## config.mk

```make
export PLATFORM = sky130hd
export DESIGN_NAME = alu_arbiter
export DESIGN_NICKNAME = d
export VERILOG_FILES = /design/src/rtl/alu_arbiter.sv
export SDC_FILE = /design/constraint.sdc
export NUM_CORES = 1
export LEC_CHECK = 0
export CAP_MARGIN = 20
export CORE_AREA = 2 2 229 231
export DETAILED_ROUTE_END_ITERATION = 16
export DIE_AREA = 0 0 231 233
export DONT_BUFFER_PORTS = 1
export PLACE_DENSITY = 0.3
export REMOVE_ABC_BUFFERS = 1
export SLEW_MARGIN = 20
export SYNTH_ARGS = -nofsm -noshare
export SYNTH_HDL_FRONTEND = slang
export SYNTH_SLANG_ARGS = --single-unit
```

## constraint.sdc

```tcl
create_clock -name clk -period 2.3 [get_ports clk]
set_clock_uncertainty 0.15 [all_clocks]
set_input_delay 0.575 -clock clk [delete_from_list [all_inputs] [get_ports clk]]
set_output_delay 0.575 -clock clk [all_outputs]
set_load 0.005 [all_outputs]
```

## src/rtl/alu_arbiter.sv

```systemverilog
// Round-robin arbiter sharing one multi-cycle ALU among NUM_REQ requesters.
// One operation is in flight at a time; a WAIT timeout turns a hung ALU into an error response.
package warp_pkg;
    localparam int unsigned DATA_WIDTH = 32;

    typedef enum logic [3:0] {
        ALU_ADD = 4'd0,
        ALU_SUB = 4'd1,
        ALU_AND = 4'd2,
        ALU_OR  = 4'd3,
        ALU_XOR = 4'd4,
        ALU_MUL = 4'd5,
        ALU_FMA = 4'd6,
        ALU_NOP = 4'd15
    } alu_opcode_e;
endpackage

module alu_arbiter #(
    parameter int unsigned NUM_REQ    = 4,
    parameter int unsigned DATA_WIDTH = warp_pkg::DATA_WIDTH,
    parameter int unsigned TIMEOUT    = 64
) (
    input  logic                                  clk,
    input  logic                                  rst,
    input  logic [NUM_REQ-1:0]                    req_valid,
    output logic [NUM_REQ-1:0]                    req_ready,
    input  warp_pkg::alu_opcode_e [NUM_REQ-1:0]   req_opcode,
    input  logic [NUM_REQ-1:0][DATA_WIDTH-1:0]    req_op1,
    input  logic [NUM_REQ-1:0][DATA_WIDTH-1:0]    req_op2,
    input  logic [NUM_REQ-1:0][DATA_WIDTH-1:0]    req_op3,
    output warp_pkg::alu_opcode_e                 alu_opcode,
    output logic [DATA_WIDTH-1:0]                 alu_operand1,
    output logic [DATA_WIDTH-1:0]                 alu_operand2,
    output logic [DATA_WIDTH-1:0]                 alu_operand3,
    output logic                                  alu_start,
    input  logic                                  alu_ready,
    input  logic [DATA_WIDTH-1:0]                 alu_result,
    input  logic                                  alu_overflow,
    output logic                                  rsp_valid,
    input  logic                                  rsp_ready,
    output logic [$clog2(NUM_REQ)-1:0]            rsp_id,
    output logic [DATA_WIDTH-1:0]                 rsp_result,
    output logic                                  rsp_overflow,
    output logic                                  rsp_error,
    output logic                                  busy
);
    localparam int unsigned ID_W    = $clog2(NUM_REQ);
    localparam int unsigned CNT_W   = (TIMEOUT > 1) ? $clog2(TIMEOUT) : 1;
    localparam int unsigned TO_LAST = (TIMEOUT > 0) ? TIMEOUT - 1 : 0;

    typedef enum logic [1:0] {
        S_IDLE  = 2'd0,
        S_ISSUE = 2'd1,
        S_WAIT  = 2'd2,
        S_RESP  = 2'd3
    } state_e;

    state_e            r_state;
    state_e            w_state_nxt;
    logic [ID_W-1:0]   r_ptr;
    logic [ID_W-1:0]   w_ptr_nxt;
    logic [ID_W-1:0]   w_winner;
    logic [ID_W-1:0]   w_idx;
    logic              w_any;
    logic              w_accept;
    logic              w_expire;
    logic [CNT_W-1:0]  r_cnt;

    // Round-robin search starting at r_ptr, wrapping modulo NUM_REQ
    always_comb begin : rr_pick
        w_any    = 1'b0;
        w_winner = '0;
        w_idx    = '0;
        for (int unsigned k = 0; k < NUM_REQ; k++) begin
            w_idx = ID_W'((32'(r_ptr) + k) % NUM_REQ);
            if (!w_any && req_valid[w_idx]) begin
                w_any    = 1'b1;
                w_winner = w_idx;
            end
        end
        w_ptr_nxt = (w_winner == ID_W'(NUM_REQ - 1)) ? '0 : w_winner + ID_W'(1);
    end

    assign w_accept = (r_state == S_IDLE) && w_any;
    assign w_expire = (TIMEOUT != 0) && (r_cnt == CNT_W'(TO_LAST));

    // Next-state and combinational grant
    always_comb begin : fsm_next
        w_state_nxt = r_state;
        req_ready   = '0;
        unique case (r_state)
            S_IDLE: begin
                if (w_any) begin
                    w_state_nxt = S_ISSUE;
                    if (rst) begin
                        req_ready[w_winner] = 1'b1;
                    end
                end
            end
            S_ISSUE: w_state_nxt = S_WAIT;
            S_WAIT: begin
                if (alu_ready || w_expire) begin
                    w_state_nxt = S_RESP;
                end
            end
            S_RESP: begin
                if (rsp_ready) begin
                    w_state_nxt = S_IDLE;
                end
            end
            default: w_state_nxt = S_IDLE;
        endcase
    end

    // State register; status outputs are registered from the next state
    always_ff @(posedge clk or negedge rst) begin : state_reg
        if (!rst) begin
            r_state   <= S_IDLE;
            r_ptr     <= '0;
            r_cnt     <= '0;
            alu_start <= 1'b0;
            rsp_valid <= 1'b0;
            busy      <= 1'b0;
        end else begin
            r_state   <= w_state_nxt;
            alu_start <= (w_state_nxt == S_ISSUE);
            rsp_valid <= (w_state_nxt == S_RESP);
            busy      <= (w_state_nxt != S_IDLE);
            if (w_accept) begin
                r_ptr <= w_ptr_nxt;
            end
            r_cnt <= (r_state == S_WAIT) ? r_cnt + CNT_W'(1) : '0;
        end
    end

    // Operation latch at accept; ALU completion wins over a same-cycle timeout
    always_ff @(posedge clk or negedge rst) begin : data_reg
        if (!rst) begin
            alu_opcode   <= warp_pkg::ALU_ADD;
            alu_operand1 <= '0;
            alu_operand2 <= '0;
            alu_operand3 <= '0;
            rsp_id       <= '0;
            rsp_result   <= '0;
            rsp_overflow <= 1'b0;
            rsp_error    <= 1'b0;
        end else begin
            if (w_accept) begin
                alu_opcode   <= req_opcode[w_winner];
                alu_operand1 <= req_op1[w_winner];
                alu_operand2 <= req_op2[w_winner];
                alu_operand3 <= req_op3[w_winner];
                rsp_id       <= w_winner;
            end
            if (r_state == S_WAIT) begin
                if (alu_ready) begin
                    rsp_result   <= alu_result;
                    rsp_overflow <= alu_overflow;
                    rsp_error    <= 1'b0;
                end else if (w_expire) begin
                    rsp_result   <= '0;
                    rsp_overflow <= 1'b0;
                    rsp_error    <= 1'b1;
                end
            end
        end
    end
endmodule

```

==> results of run 1 <==
critical path, stage by stage (launching register included):
cell and delay [ns]:
dfrtp_2 0.49, nor2b_4 0.18, a21oi_4 0.05, o221ai_4 0.17
inv_4 0.08, nor3b_4 0.20, buf_4 0.14
state kept, by name, indices dropped and copies added, names as in the netlist, 2 cells and up:
name          flops
r_cnt             6
alu_opcode        4
alu_operand2     32
alu_operand1     32
r_ptr             2
rsp_result       32
alu_operand3     32
rsp_id            2
r_state           2
final cells by class:
cell class	instances	area [sq um]	area share [%]
inverter	5	23.8	0.267
tap	680	851	9.55
sequential	149	3730	41.9
antenna	3	7.51	0.0843
clock inverter	13	158	1.77
multi-input combinational	402	3320	37.3
timing repair buffer	33	385	4.33
clock buffer	17	425	4.78
cell usage after synthesis, drive strengths merged, types with 2 or more instances:
| library cell | count |
|---|---|
| inv | 5 |
| ha | 2 |
| nor2 | 14 |
| nand3 | 3 |
| a22o | 33 |
| nand2b | 3 |
| xnor2 | 3 |
| buf | 32 |
| a21oi | 5 |
| nor2b | 4 |
| and3 | 4 |
| dfrtp | 149 |
| and2 | 2 |
| nand2 | 10 |
| a222oi | 100 |
| clkbuf | 32 |
| mux2i | 100 |
| o21ai | 109 |
report_power, final:
group          internal, mW  total [mW]  leakage, nW  switching [mW]
clock                  1.69        2.87        0.277            1.19
combinational          2.20        4.38         1.53            2.17
sequential             3.82        5.00         1.87            1.18
layer usage:
metal	global-route usage, %	part of all wire (%)
met5	0	0.043
met3	4.53	10
met1	10.8	36
met2	18.2	51
met4	4.70	2.5
per-stage QoR:
stage / utilization [%] / power, mW / worst slack, ns / hold slack, ns
floorplan: - / 7.66 / -7.18 / 0.129
CTS: 17.3 / 12.4 / -0.242 / -0.412
finish: 17.4 / 12.2 / -0.198 / -0.342
global route: 17.4 / 13.1 / -0.300 / -0.400
global placement: 16.0 / 9.33 / 0.00790 / 0.134
detailed placement: 16.0 / 9.28 / -0.00134 / 0.134
worst paths after layout:
kind / slack (ns) / start / to / depth (start not counted)
max in group asynchronous: 2.12 / rst / alu_operand2[0] / 0
setup reg to reg: 0.12 / r_ptr[0] / alu_operand2[28] / 7
setup / recovery: -0.20 / r_ptr[0] / req_ready[2] / 6
min in group clk: 0.10 / alu_result[1] / rsp_result[1] / 1
hold reg to reg: 0.31 / r_cnt[0] / r_cnt[0] / 1
hold / removal: -0.34 / rst / alu_operand3[26] / 0
cell families (layout without fill, tap and decap cells):
kind of cell             after synthesis  after routing
flip-flops                           149            149
other                                  0              3
XOR/XNOR                               4              4
adder cells (fa/ha/maj)                2              2
AO/OA/AOI/OAI                        252            252
buffers and inverters                 69             68
multiplexers                         101            101
AND/OR/NAND/NOR                       43             43
what timing repair did:
action                                  in CTS  in global routing
pin swaps                                    4                  5
setup buffers                                8                  0
endpoints found under the setup margin       4                  4
hold endpoints to repair                   149                149
resized for setup                           14                 12
==> reports/metrics.cfg, run 1 <==
[worst_setup_path]
worstSetupEndpointType = primary output
worst-endpoint-arrival_ns = 1.77
critPathRequiredTime_ns = 1.57
cp-start-kind = register
cp_max_fo = 5
worstSetupPathType = register to primary output

[logic_synthesis]
yosysSeqAreaShare_pct = 51.0
ys_ff_latch = 149
synth.largest_area_cell = dfrtp_1
muxShareOfSynthArea_pct = 13.8
synth_edf_count = 0
synth.area.top_cells = dfrtp_1, a222oi_1, mux2i_1
synth-simple-area-share_pct = 2.91
synthXorXnorAreaFrac_pct = 0.479
synth_cells = 620
async_flop_share_pct = 100
yosysWarnings = 0
synth_top_family_by_area = compound AO/OA/AOI/OAI gates
yosysTopAreaCellShare_pct = 51.0
synthFlopType = dfrtp_1
synth-compound-area-share_pct = 26.0
synth_area_sq_um = 7310
synthAdderAreaFrac_pct = 0.342
yosysUniqueCellTypes = 34
syn_area_per_cell_sq_um = 11.8

[route]
drt_iter0_markers = 625
routed_via_density = 4.55
first_pass_iters = 9
wire_per_inst_microns = 23.0
routed-via-count = 5924
totalWireLength_mm = 29.9
drc = 0
drtAntennaViolNets = 0

[grt]
grt_max_degree = 152
grt_use_total_pct = 10.4
gr-total-overflow = 0
grt_pass1_vias = 6034
grt_pass1_wl_mm = 40.7
antenna_found_initial = 4

[sta]
slew_viol_final = 0
setup_viol = 3
fin_setup_tns_ns = -0.572
hold_viol = 149
hold_ws_ns = -0.342
clock.fmax_mhz = 400
fin_ws_ns = -0.198
rsz0062_at_grt = yes
tightest_slew_ns = 0.703
slew_headroom_pct = 53.1
fin_crit_ns = 2.50
fin_crit_sh_pct = 109

[cts]
insertion_delay_ns = 0.46
numCtsBuffers = 17
cts_tree = done
clk_path_buf_depth = 2
htreeDepth = 4
root_buffer = clkbuf_16
cts.clk_slew.worst_paths_ns = 0.06
cts_sinks = 149

[final_layout]
drive_above_1_share_pct = 14.2
final_cell_mix = dfrtp_1, o21ai_1, mux2i_1, a222oi_1, a22o_1
instances_no_fill = 1302
fillCellCount = 5636
final_common_cell = dfrtp_1
finalNetCount = 1051
area_growth_pct = 21.8
finalInstanceArea_sq_um = 8910

[power]
p_per_area_nw_per_um2 = 1370
ir_drop_uv = 542
p_leak_nw = 3.68

[placement]
port_buffers = 0
post-dp-hpwl_mm = 22.4
dp_cells = 1261
gp_congestion = 0.828
dpl_cell_area_sq_um = 8160

[run_status]
violations = negative hold slack, negative setup slack
outcome = finished with violations

[die]
dieHeight_microns = 233
io_pins = 584
initial_utilization_pct = 14.3
core_area_sq_um = 51100
die_w_microns = 231
die_area_sq_um = 53800
rows = 83

[worst_hold_path]
hold_path.class = input pin to asynchronous set/reset pin

[flow_run]
cap_violations = 0

No activity file was read; power rests on OpenSTA's default activity.
==> run 2: changes to the inputs <==
--- a/config.mk
+++ b/config.mk
@@ -6,9 +6,9 @@
 export NUM_CORES = 1
 export LEC_CHECK = 0
 export CAP_MARGIN = 20
-export CORE_AREA = 2 2 229 231
+export CORE_AREA = 2 2 227 229
 export DETAILED_ROUTE_END_ITERATION = 16
-export DIE_AREA = 0 0 231 233
+export DIE_AREA = 0 0 229 231
 export DONT_BUFFER_PORTS = 1
 export PLACE_DENSITY = 0.3
 export REMOVE_ABC_BUFFERS = 1
==> reports/metrics.cfg, run 2 (synthesis results as in run 1) <==
[route]
drtAntennaViolNets = 0  ; unchanged
routed-via-count = 6012  ; +1.5%
drt-met1-wl_mm = 11.2  ; +3.9%
first_pass_iters = 9  ; unchanged
drc = 0  ; unchanged
totalWireLength_mm = 30.8  ; +2.9%
routed_via_density = 4.56  ; +0.25%
drt_iter0_markers = 708  ; +13%
maxUsedRoutingLayer = met4
route.met3.wl_mm = 2.92  ; -2.7%
wire_per_inst_microns = 23.4  ; +1.7%
wl_met2_mm = 15.5  ; +0.57%

[sta]
hold_viol = 149  ; unchanged
slew_headroom_pct = 49.8  ; -3.3 points
hold_ws_ns = -0.354  ; -0.0119 ns
setup_viol = 3  ; unchanged
fin_ws_ns = -0.208  ; -0.0100 ns
rsz0062_at_grt = yes
tightest_slew_ns = 0.754  ; +0.0502 ns
fin_crit_ns = 2.51  ; +0.0100 ns
fin_crit_sh_pct = 109  ; +0.44 points
slew_viol_final = 0  ; unchanged
clock.fmax_mhz = 399  ; -0.40%

[power]
ir_drop_uv = 531  ; -1.9%
p_leak_nw = 3.76  ; +2.3%
p_per_area_nw_per_um2 = 1380  ; +0.49%

[final_layout]
final_common_cell = dfrtp_1
final_cell_mix = dfrtp_1, o21ai_1, a222oi_1, mux2i_1, a22o_1
drive_above_1_share_pct = 16.5  ; +2.2 points
layout.area.seq_sq_um = 3730  ; about the same
fillCellCount = 5606  ; -0.53%
multi_input_area_sq_um = 3350  ; +0.68%
utilization_pct = 17.9  ; +0.48 points
finalNetCount = 1062  ; +1.0%
area_growth_pct = 24.1

[worst_setup_path]
worstSetupEndpointType = primary output
worstSetupPathType = register to primary output
critPathRequiredTime_ns = 1.57  ; about the same
cp-start-kind = register
cp_max_fo = 4  ; -1
worst-endpoint-arrival_ns = 1.78  ; about the same

[grt]
grt_pass1_vias = 6232  ; +3.3%
antenna_found_initial = 6  ; +2
gr-total-overflow = 0  ; unchanged
grt_use_total_pct = 11.3  ; +0.84 points
grt_pass1_wl_mm = 42.9  ; +5.4%
grt_max_degree = 152  ; unchanged

[placement]
post-place-ws_ns = -0.388  ; -0.386 ns
post-dp-hpwl_mm = 23.6  ; +5.3%
gp_congestion = 0.852  ; +2.9%
port_buffers = 0  ; unchanged

[die]
dieHeight_microns = 231  ; -0.86%
initial_utilization_pct = 14.4  ; +0.12 points
io_pins = 584  ; unchanged
die_area_sq_um = 52900  ; -1.7%
rows = 83  ; unchanged
core_area_sq_um = 50700  ; -0.81%
die_w_microns = 229  ; -0.87%

[cts]
insertion_delay_ns = 0.47  ; about the same
root_buffer = clkbuf_16
numCtsBuffers = 17  ; unchanged
clk_path_buf_depth = 2  ; unchanged
cts.clk_slew.worst_paths_ns = 0.07  ; about the same
htreeDepth = 4  ; unchanged
cts_sinks = 149  ; unchanged
cts_tree = done

[worst_hold_path]
hold_path.class = input pin to asynchronous set/reset pin

[run_status]
outcome = finished with violations
violations = negative hold slack, negative setup slack

[flow_run]
cap_violations = 0  ; unchanged

run 2: worst max-delay path: stages (launching register included):
cell and delay, ns:
dfrtp_1 0.43, nor2b_2 0.17, buf_4 0.14, nor2_4 0.03, a2bb2oi_2 0.12, buf_6 0.13, ha_4 0.15, and3_4 0.14
run 2: power breakdown:
group | switching (mW) | total, mW | internal, mW
clock | 1.26 | 3.01 | 1.75
combinational | 2.22 | 4.54 | 2.32
sequential | 1.18 | 4.99 | 3.81
total | 4.66 | 12.5 | 7.88
run 2: final cells by class:
| cell class | count | area share [%] |
|---|---|---|
| sequential | 149 | 41.1 |
| timing repair buffer | 44 | 5.42 |
| multi-input combinational | 402 | 36.8 |
| clock inverter | 13 | 1.93 |
| clock buffer | 19 | 4.88 |
| tap | 680 | 9.37 |
| inverter | 5 | 0.289 |
| antenna | 6 | 0.165 |
run 2: layer usage:
layer	up-vias	global-route usage, %
met1	3014	11.9
met5	-	0
li1	2536	-
met3	51	4.69
met2	411	18.9
met4	0	6.64
run 2: what timing repair did:
action / 4_1_cts / 5_1_grt
cloned: 0 / 0
buffers inserted: 6 / 5
resized for setup: 16 / 19
endpoints found under the setup margin: 5 / 7
endpoints found under the hold margin: 149 / 149
pin swaps: 8 / 6
run 2: stage by stage:
stage	cells	power, mW	hold WS (ns)	cell area, sq um	setup TNS [ns]
after floorplan	556	7.66	0.129	6940	-724.33
after global placement	1270	9.46	0.134	8240	-1.31
after detailed placement	1270	9.40	0.134	8240	-1.30
after CTS	1307	12.6	-0.417	8960	-0.857
after global routing	1318	13.4	-0.411	9080	-1.03
final	1318	12.5	-0.354	9080	-0.545
run 2: worst paths after layout:
check / slack, ns / from / endpoint / cells past startpoint
setup reg to reg: 0.11 / r_ptr[0] / alu_operand1[3] / 9
hold reg to reg: 0.31 / r_cnt[0] / r_cnt[0] / 1
max in group asynchronous: 2.12 / rst / alu_operand2[27] / 0
setup / recovery: -0.21 / r_ptr[0] / req_ready[3] / 7
min in group clk: 0.07 / alu_result[27] / rsp_result[27] / 1
hold / removal: -0.35 / rst / alu_operand3[9] / 0
